**src/rtl/fp16_pkg.sv**
```systemverilog
// Shared constants and FSM encoding for the simplified FP16 datapath
// (hidden-1 significands, bias 15, no subnormals/NaN, truncation).
package fp16_pkg;

   localparam int FP16_BIAS    = 15;
   localparam int FP16_EXP_MAX = 30;
   localparam int FP16_ITER    = 12;
   localparam logic [14:0] FP16_INF = 15'h7C00;

   typedef enum logic [1:0] {
      ST_IDLE   = 2'd0,
      ST_DIVIDE = 2'd1,
      ST_NORM   = 2'd2
   } div_state_t;

endpackage

```
**src/rtl/fp16_div_step.sv**
```systemverilog
// One restoring-division step: compare, conditionally subtract, shift left.
module fp16_div_step
   import fp16_pkg::*;
(
   input  logic [FP16_ITER-1:0] rem,
   input  logic [FP16_ITER-2:0] dvs,
   output logic                 qbit,
   output logic [FP16_ITER-1:0] rem_next
);

   logic [FP16_ITER-1:0] dvs_ext;
   logic [FP16_ITER-1:0] diff;

   // The remainder always stays below twice the divisor, so the shifted value fits.
   always_comb begin
      dvs_ext  = {1'b0, dvs};
      diff     = rem - dvs_ext;
      qbit     = (rem >= dvs_ext);
      rem_next = qbit ? {diff[FP16_ITER-2:0], 1'b0} : {rem[FP16_ITER-2:0], 1'b0};
   end

endmodule

```
**src/rtl/fp16_divider_seq.sv**
```systemverilog
// Sequential FP16 divider: one quotient bit per clock, start/busy/done handshake.
module fp16_divider_seq
   import fp16_pkg::*;
#(
   parameter int BIAS = FP16_BIAS,
   parameter int ITER = FP16_ITER
)
(
   input  logic        clk,
   input  logic        rst,
   input  logic        start,
   input  logic [15:0] inp1,
   input  logic [15:0] inp2,
   output logic        busy,
   output logic        done,
   output logic [15:0] result,
   output logic        overflow,
   output logic        underflow,
   output logic        divzero
);

   localparam int CW = $clog2(ITER);
   localparam logic signed [6:0] BIAS7    = 7'(BIAS);
   localparam logic signed [6:0] EXP_MAX7 = 7'(FP16_EXP_MAX);

   div_state_t        state;
   logic              sign;
   logic [11:0]       rem;
   logic [10:0]       dvs;
   logic [11:0]       quo;
   logic signed [6:0] ediff;
   logic [CW-1:0]     cnt;
   logic              zero_dvs;
   logic              zero_dvd;

   logic              qbit;
   logic [11:0]       rem_next;
   logic signed [6:0] ediff_in;
   logic signed [6:0] e_adj;
   logic [9:0]        mant;

   fp16_div_step u_step (
      .rem      (rem),
      .dvs      (dvs),
      .qbit     (qbit),
      .rem_next (rem_next)
   );

   // Quotient lies in (0.5, 2): a clear integer bit means one normalising shift.
   always_comb begin
      ediff_in = $signed({2'b00, inp1[14:10]}) - $signed({2'b00, inp2[14:10]}) + BIAS7;
      e_adj    = quo[11] ? ediff : ediff - 7'sd1;
      mant     = quo[11] ? quo[10:1] : quo[9:0];
   end

   always_ff @(posedge clk) begin
      if (rst) begin
         state     <= ST_IDLE;
         busy      <= 1'b0;
         done      <= 1'b0;
         result    <= 16'h0000;
         overflow  <= 1'b0;
         underflow <= 1'b0;
         divzero   <= 1'b0;
         cnt       <= '0;
         rem       <= '0;
         dvs       <= '0;
         quo       <= '0;
         ediff     <= '0;
         sign      <= 1'b0;
         zero_dvs  <= 1'b0;
         zero_dvd  <= 1'b0;
      end else begin
         case (state)
            ST_IDLE: begin
               done <= 1'b0;
               if (start) begin
                  sign     <= inp1[15] ^ inp2[15];
                  rem      <= {1'b0, 1'b1, inp1[9:0]};
                  dvs      <= {1'b1, inp2[9:0]};
                  ediff    <= ediff_in;
                  cnt      <= CW'(ITER - 1);
                  quo      <= '0;
                  busy     <= 1'b1;
                  zero_dvs <= (inp2[14:0] == 15'h0000);
                  zero_dvd <= (inp1[14:0] == 15'h0000);
                  state    <= ((inp2[14:0] == 15'h0000) || (inp1[14:0] == 15'h0000))
                              ? ST_NORM : ST_DIVIDE;
               end
            end
            ST_DIVIDE: begin
               rem <= rem_next;
               quo <= {quo[10:0], qbit};
               cnt <= cnt - 1'b1;
               if (cnt == '0)
                  state <= ST_NORM;
            end
            ST_NORM: begin
               overflow  <= 1'b0;
               underflow <= 1'b0;
               divzero   <= 1'b0;
               if (zero_dvs) begin
                  result  <= {sign, FP16_INF};
                  divzero <= 1'b1;
               end else if (zero_dvd) begin
                  result <= {sign, 15'h0000};
               end else if (e_adj > EXP_MAX7) begin
                  result   <= {sign, FP16_INF};
                  overflow <= 1'b1;
               end else if (e_adj < 7'sd1) begin
                  result    <= {sign, 15'h0000};
                  underflow <= 1'b1;
               end else begin
                  result <= {sign, e_adj[4:0], mant};
               end
               done  <= 1'b1;
               busy  <= 1'b0;
               state <= ST_IDLE;
            end
            default: state <= ST_IDLE;
         endcase
      end
   end

endmodule

```
**config.mk**
```make
export PLATFORM = sky130hd
export DESIGN_NAME = fp16_divider_seq
export DESIGN_NICKNAME = d
export VERILOG_FILES = /design/src/rtl/fp16_pkg.sv /design/src/rtl/fp16_div_step.sv /design/src/rtl/fp16_divider_seq.sv
export SDC_FILE = /design/constraint.sdc
export NUM_CORES = 1
export LEC_CHECK = 0
export CAP_MARGIN = 20
export CELL_PAD_IN_SITES_DETAIL_PLACEMENT = 1
export CELL_PAD_IN_SITES_GLOBAL_PLACEMENT = 1
export CORE_ASPECT_RATIO = 0.6
export CORE_MARGIN = 10
export CORE_UTILIZATION = 44
export CTS_CLUSTER_DIAMETER = 50
export CTS_CLUSTER_SIZE = 25
export DETAILED_ROUTE_END_ITERATION = 16
export PLACE_DENSITY_LB_ADDON = 0.05
export SLEW_MARGIN = 0
export SYNTH_ARGS = -nofsm -noshare
export SYNTH_HDL_FRONTEND = slang
export SYNTH_SLANG_ARGS = --single-unit
```
**constraint.sdc**
```tcl
create_clock -name clk -period 3.8 [get_ports clk]
set_clock_uncertainty 0.05 [all_clocks]
set_input_delay 0.76 -clock clk [delete_from_list [all_inputs] [get_ports clk]]
set_output_delay 0.76 -clock clk [all_outputs]
set_load 0.05 [all_outputs]
```
==> results.md, run 1 <==
- Status: complete, no violations
- CTS tree: done
- Most common cell in the synthesized netlist: dfxtp_1
- Gate power share: a little under a third
- Total of max-cap violations: 0
- Total negative slack: 0 ps
- CTS resizes: 0
- Initial Utilization: between 40% and 50%
- Area leader, netlist: dfxtp_1
- Fin cells: around 630
- Crit path DAT: ~3300 ps
- I/O pin cnt: 56
- Netlist cell types: 52
- Die Y: between 90 and 100 um
- Site Rows: 26
- Mapped Cells: 467
- Slew Limit Headroom: about half
- Post-route ant nets: 0
- Number of synthesized flops with an enable pin: 0
- Share of cells above drive strength 1: between 7 and 8%
- Synth top cells by count: dfxtp_1 (72), nand2_1 (54), nor2_1 (46)
- Design Area, Final: 0.00481 sq mm
- DP Area: ~0.0045 sq mm
- Fin crit share: roughly 83%
- Syn nets: roughly 520
- Final setup margin: 657 ps
- First-pass GRT wire length: between 20000 and 25000 um
- Max frequency: about 320 MHz
- Cell Int Power: between 1.5 and 2 mW
- Worst slack, placed: 345 ps
- Area Growth Syn to Fin: 23.9%
- Maximum fanout along the worst path: 4
- Clk pwr share: 34.8%
- Number of buffers created by CTS: 9
- Die area: between 0.01 and 0.015 sq mm
- Vias in the first global route: between 3000 and 4000
- DIE WIDTH: 141 um
- Total gr overflow: 0
- Final setup fails: 0
- Max-slew violation count: 0
- Clock period minus worst slack: 3140 ps
- I/O Buffers: 55
- H-Tree Depth: 3
- Hold_ws: 403 ps
- Post-synth top flop: dfxtp_1
- Vias: approximately 3600
- Largest net degree at the start of global routing: 28
- Hold Crit Class: flip-flop to flip-flop
- Post-synth ARST share: 0%
- RSZ-0062 raised after global routing: false
- Startpoint Class: input port
- Vias per cell: 5.76
- Ant diodes: 0
- Psw: roughly 800 uW
- Postcts setup bufs: 0
- CTS clk-pin slew, worst paths: about 50 ps
- # clock sinks: a little over 70
- DR iter-0 viols: about 200
- PwrDens: a little over 500 mW/mm^2
- Pin slew with the least headroom to its limit: a little under 800 ps
- Cells after DPL: 615
- Total track usage: about a fifth
- Root Buffer: clkbuf_16
- DRC: 0
- Sequential share of the synthesized area: 37.1%
- Crit path capture type: flip-flop
- Final Power: ~2.5 mW
- Routed len/inst: just under 20 um
- Worst skew pair latency: approximately 330 ps
- Hold_buf cts: 0
- NumNets Final: around 570
- GP Congestion: between 0.8 and 0.9
- Ys Warns: 0
- Synthesized area per cell: around 8.3 sq um
- Final core utilization: between 50 and 60%
- Crit path kind: input port to flip-flop
- Mapped Area: 0.00388 sq mm
- Hpwl dp: just over 9000 um
- Sequential share of power: approximately a third
- Core Area: 0.00856 sq mm
- Synth Register Bits: 72
- VDD IR max: ~0.00026 V
- Initial antenna violation count: 0
- Final Hold Fails: 0
- Post-synth top area share: about 37%
- Sw Share: 33.0%
- Max Buffers Root-to-Sink: 2
- CP required: approximately 4000 ps
- Routed WL: 12100 um
- Synth area leaders: dfxtp_1 (37%), ha_1 (6.4%), nand2_1 (5.2%)
- Leakage: ~1.8 nW
- First drt pass iteration count: 4
-- power groups by stage --
| stage | clock [mW] | sequential, mW | combinational [mW] |
|---|---|---|---|
| 3_3_place_gp | 0 | 0.874 | 0.691 |
| 3_5_place_dp | 0 | 0.877 | 0.730 |
| 6_report | 0.858 | 0.863 | 0.742 |
| 2_1_floorplan | 0 | 0.875 | 0.523 |
| 5_1_grt | 0.899 | 0.870 | 0.827 |
| 4_1_cts | 0.869 | 0.862 | 0.740 |
-- registers in the layout, indices dropped and copies added, names as in the netlist --
name / flops
done: 1
ediff: 7
rem: 12
underflow: 1
zero_dvd: 1
quo: 12
busy: 1
sign: 1
overflow: 1
cnt: 4
dvs: 11
state: 2
zero_dvs: 1
divzero: 1
result: 16
-- layout by cell type (no fill, tap or decap), drive strengths merged, types with 7 or more instances in the layout --
master,count
xnor2,14
inv,27
a21oi,36
nand2,54
buf,8
nand2b,9
nor3,7
nor2,46
nand3,8
o21ai,25
clkbuf,11
nor4,8
o22ai,7
clkdlybuf4s50,54
dfxtp,72
a22oi,22
ha,20
mux2i,16
-- cell families (layout without fill, tap and decap cells) --
| logic type | count (synthesis) | count (layout) | share of synthesized area [%] |
|---|---|---|---|
| simple gates | 157 | 157 | 19.3 |
| compound gates | 126 | 126 | 21.5 |
| flops | 72 | 72 | 37.1 |
| buf+inv | 53 | 105 | 5.61 |
| fa+ha+maj | 22 | 22 | 7.47 |
| mux | 19 | 19 | 4.99 |
| xor+xnor | 18 | 18 | 4.06 |
-- layout make-up --
class                      instances  area (sq um)
clock buffer                      11           243
tap                              112           140
sequential                        72          1440
inverter                          27           101
fill                            1025          3740
multi-input combinational        342          2230
clock inverter                     5          56.3
timing repair buffer              62           598
-- routing by layer --
layer	wire length, um	global-route usage [%]	up-vias	share of wire, %
met3	581	3.88	13	4.8
met1	5820	25.0	1795	48
li1	-	-	1752	-
met4	102	4.71	0	0.84
met2	5630	30.5	73	46
met5	0	0	-	0
-- worst max-delay path, cell delays in order --
cell and delay, ps:
clkdlybuf4s50_1 450, inv_1 90, ha_1 170, inv_1 70, fa_1 410, xnor2_1 260
and3_1 270, or4b_1 450, nand3_1 120, xnor2_1 70, a211oi_1 220
-- worst paths after layout --
check                               from          to  slack, ps  depth (start not counted)
worst min-delay path              dvs[8]      dvs[8]        400                          2
worst max-delay path            inp1[10]    ediff[5]        660                         11
worst min register to register    dvs[8]      dvs[8]        400                          2
worst max register to register  ediff[0]  result[14]        890                          8
(Power assumes the default switching activity.)
==> run 2: changes to the inputs <==
CORE_UTILIZATION = 37   (was 44)
clock period = 2.8 ns   (was 3.8 ns; I/O delays follow)
==> run 2 against run 1 <==
Compared with the run above: sequential power is 36% higher; die area is 15% higher; flip-flop and latch count stayed put; critical path type unchanged; clock power is 33% higher; final cell count is 5.1% higher; critical path depth is 1 lower; final area is 2.7% higher; global-route usage is 2.8 points lower; first-iteration DRC count is 12% lower; largest power group unchanged.
==> results.md, run 2 (synthesized netlist as in run 1, its figures left out) <==
- Cell Int Power: 2.24 mW (+36%)
- Crit path DAT: 2820 ps (-520 ps)
- H-Tree Depth: 3 (unchanged)
- Share of cells above drive strength 1: 10.8% (+3.1 points)
- Commonest non-fill, non-tap cell in the layout: dfxtp_1
- Hold Crit Class: flip-flop to flip-flop
- Post-route ant nets: 0 (unchanged)
- Core Area: 0.0101 sq mm (+18%)
- RSZ-0062 raised after global routing: false
- Slew Limit Headroom: 47.7% (-0.61 points)
- Hpwl dp: 9270 um (+1.8%)
- First drt pass iteration count: 4 (unchanged)
- First-pass GRT wire length: 19800 um (-2.8%)
- Die area: 0.0151 sq mm (+15%)
- Clk pwr share: 34.0% (-0.8 points)
- Root Buffer: clkbuf_16
- Area Growth Syn to Fin: 27.3%
- Pin slew with the least headroom to its limit: 781 ps (+7.99 ps)
- Psw: 1.10 mW (+36%)
- Number of buffers created by CTS: 9 (unchanged)
- Vias: 3599 (-0.94%)
- Max Buffers Root-to-Sink: 2 (unchanged)
- I/O pin cnt: 56 (unchanged)
- Clock period minus worst slack: 2620 ps
- Total of max-cap violations: 0 (unchanged)
- NumNets Final: 580 (+1.6%)
- Cells after DPL: 647 (+5.2%)
- VDD IR max: 0.000371 V (+41%)
- Final Power: 3.34 mW (+36%)
- GP Congestion: 0.850 (-4.5%)
- Fin cells: 663 (+5.1%)
- Total gr overflow: 0 (unchanged)
- Final setup margin: 185 ps (-472 ps)
- Max-slew violation count: 0 (unchanged)
- Site Rows: 28 (+7.7%)
- Leakage: 1.87 nW (+3.3%)
- DRC: 0 (unchanged)
- Max FFs per register: 16 (unchanged)
- Die Y: 99.4 um (+7.1%)
- Worst R2R Path Depth: 9 (+1)
- Sequential share of power: 34.9% (about the same)
- Final setup fails: 0 (unchanged)
- Reg2reg setup slack: 250 ps (-640 ps)
- Largest Register: result
- Final Hold Fails: 0 (unchanged)
- Vias per cell: 5.43 (-5.7%)
- Fin crit share: between 90% and 100%
- Routed WL: 12100 um (about the same)
- DR iter-0 viols: 175 (-12%)
- # clock sinks: 72 (unchanged)
- Postcts setup bufs: 0 (unchanged)
- Gate power share: 31.1% (+1.0 points)
- CP required: 3000 ps (-990 ps)
- Final core utilization: 49.2% (-7.1 points)
- Routed len/inst: 18.3 um (-4.8%)
- Ant diodes: 0 (unchanged)
- CTS tree: done
- Startpoint Class: input port
- Hold path cells: 2 (unchanged)
- Total negative slack: 0 ps (unchanged)
- Status: complete, no violations
- PwrDens: 676 mW/mm^2 (+32%)
- Total track usage: 16.0% (-2.8 points)
- Sw Share: 33.0% (+0.035 points)
- I/O Buffers: 55 (unchanged)
- CTS clk-pin slew, worst paths: 60 ps (about the same)
- Initial Utilization: 38.6% (-6.8 points)
- DIE WIDTH: 152 um (+7.8%)
- Crit path capture type: flip-flop
- Worst skew pair latency: 340 ps (about the same)
- Largest net degree at the start of global routing: 28 (unchanged)
- Vias in the first global route: 3641 (-6.0%)
- Maximum fanout along the worst path: 2 (-2)
- Initial antenna violation count: 0 (unchanged)
- Top Registers: result x16, quo x12, rem x12
- Worst slack, placed: -325 ps (-670 ps)
- Max frequency: approximately 380 MHz
- Commonest cells after routing, fill and taps aside: dfxtp_1 (72), nand2_1 (54), clkdlybuf4s50_1 (53)
- Crit path kind: input port to flip-flop
==> run 2: stage by stage <==
stage / instance area [sq um] / hold slack [ps]
after floorplan: 3880 / 382
after global placement: 4620 / 387
after detailed placement: 4620 / 398
after CTS: 4910 / 408
final: 4940 / 403
after global routing: 4940 / 431
==> run 2: cell type report <==
| cell class | instances | area (sq um) |
|---|---|---|
| Multi-Input combinational cell | 342 | 2260 |
| Clock inverter | 6 | 60.1 |
| Timing Repair Buffer | 71 | 681 |
| Clock buffer | 10 | 229 |
| Fill cell | 1171 | 5110 |
| Tap cell | 135 | 169 |
| Sequential cell | 72 | 1440 |
| Inverter | 27 | 101 |
==> run 2: worst max-delay path, stage by stage <==
cell and delay [ps]:
clkdlybuf4s50_1 480, ha_1 160, inv_1 60, fa_2 370, xnor2_2 160, and3_4 210
or4b_4 450, nand3_2 90, xnor2_1 60, a211oi_1 210
==> run 2: per-layer routing <==
| layer | vias up | GRT usage, % | wire, um |
|---|---|---|---|
| li1 | 1767 | - | - |
| met1 | 1761 | 22.0 | 6130 |
| met2 | 64 | 23.6 | 5170 |
| met3 | 7 | 4.77 | 742 |
| met4 | 0 | 4.42 | 90 |
| met5 | - | 0 | 0 |
==> run 2: worst paths after layout <==
check | from | end
max | inp2[10] | ediff[5]
min reg2reg | sign | result[15]
min | sign | result[15]
max reg2reg | ediff[1] | result[0]
==> run 2: repair_timing <==
action	in CTS	in global routing
hold buffers	0	0
endpoints found under the setup margin	0	12
gates resized for setup	0	10
==> run 2: power groups by stage <==
stage               clock, mW  combinational, mW  sequential (mW)
floorplan                   0              0.710             1.19
global route             1.20               1.16             1.18
detailed placement          0               1.02             1.19
global placement            0              0.977             1.18
finish                   1.14               1.04             1.17
CTS                      1.16               1.02             1.17
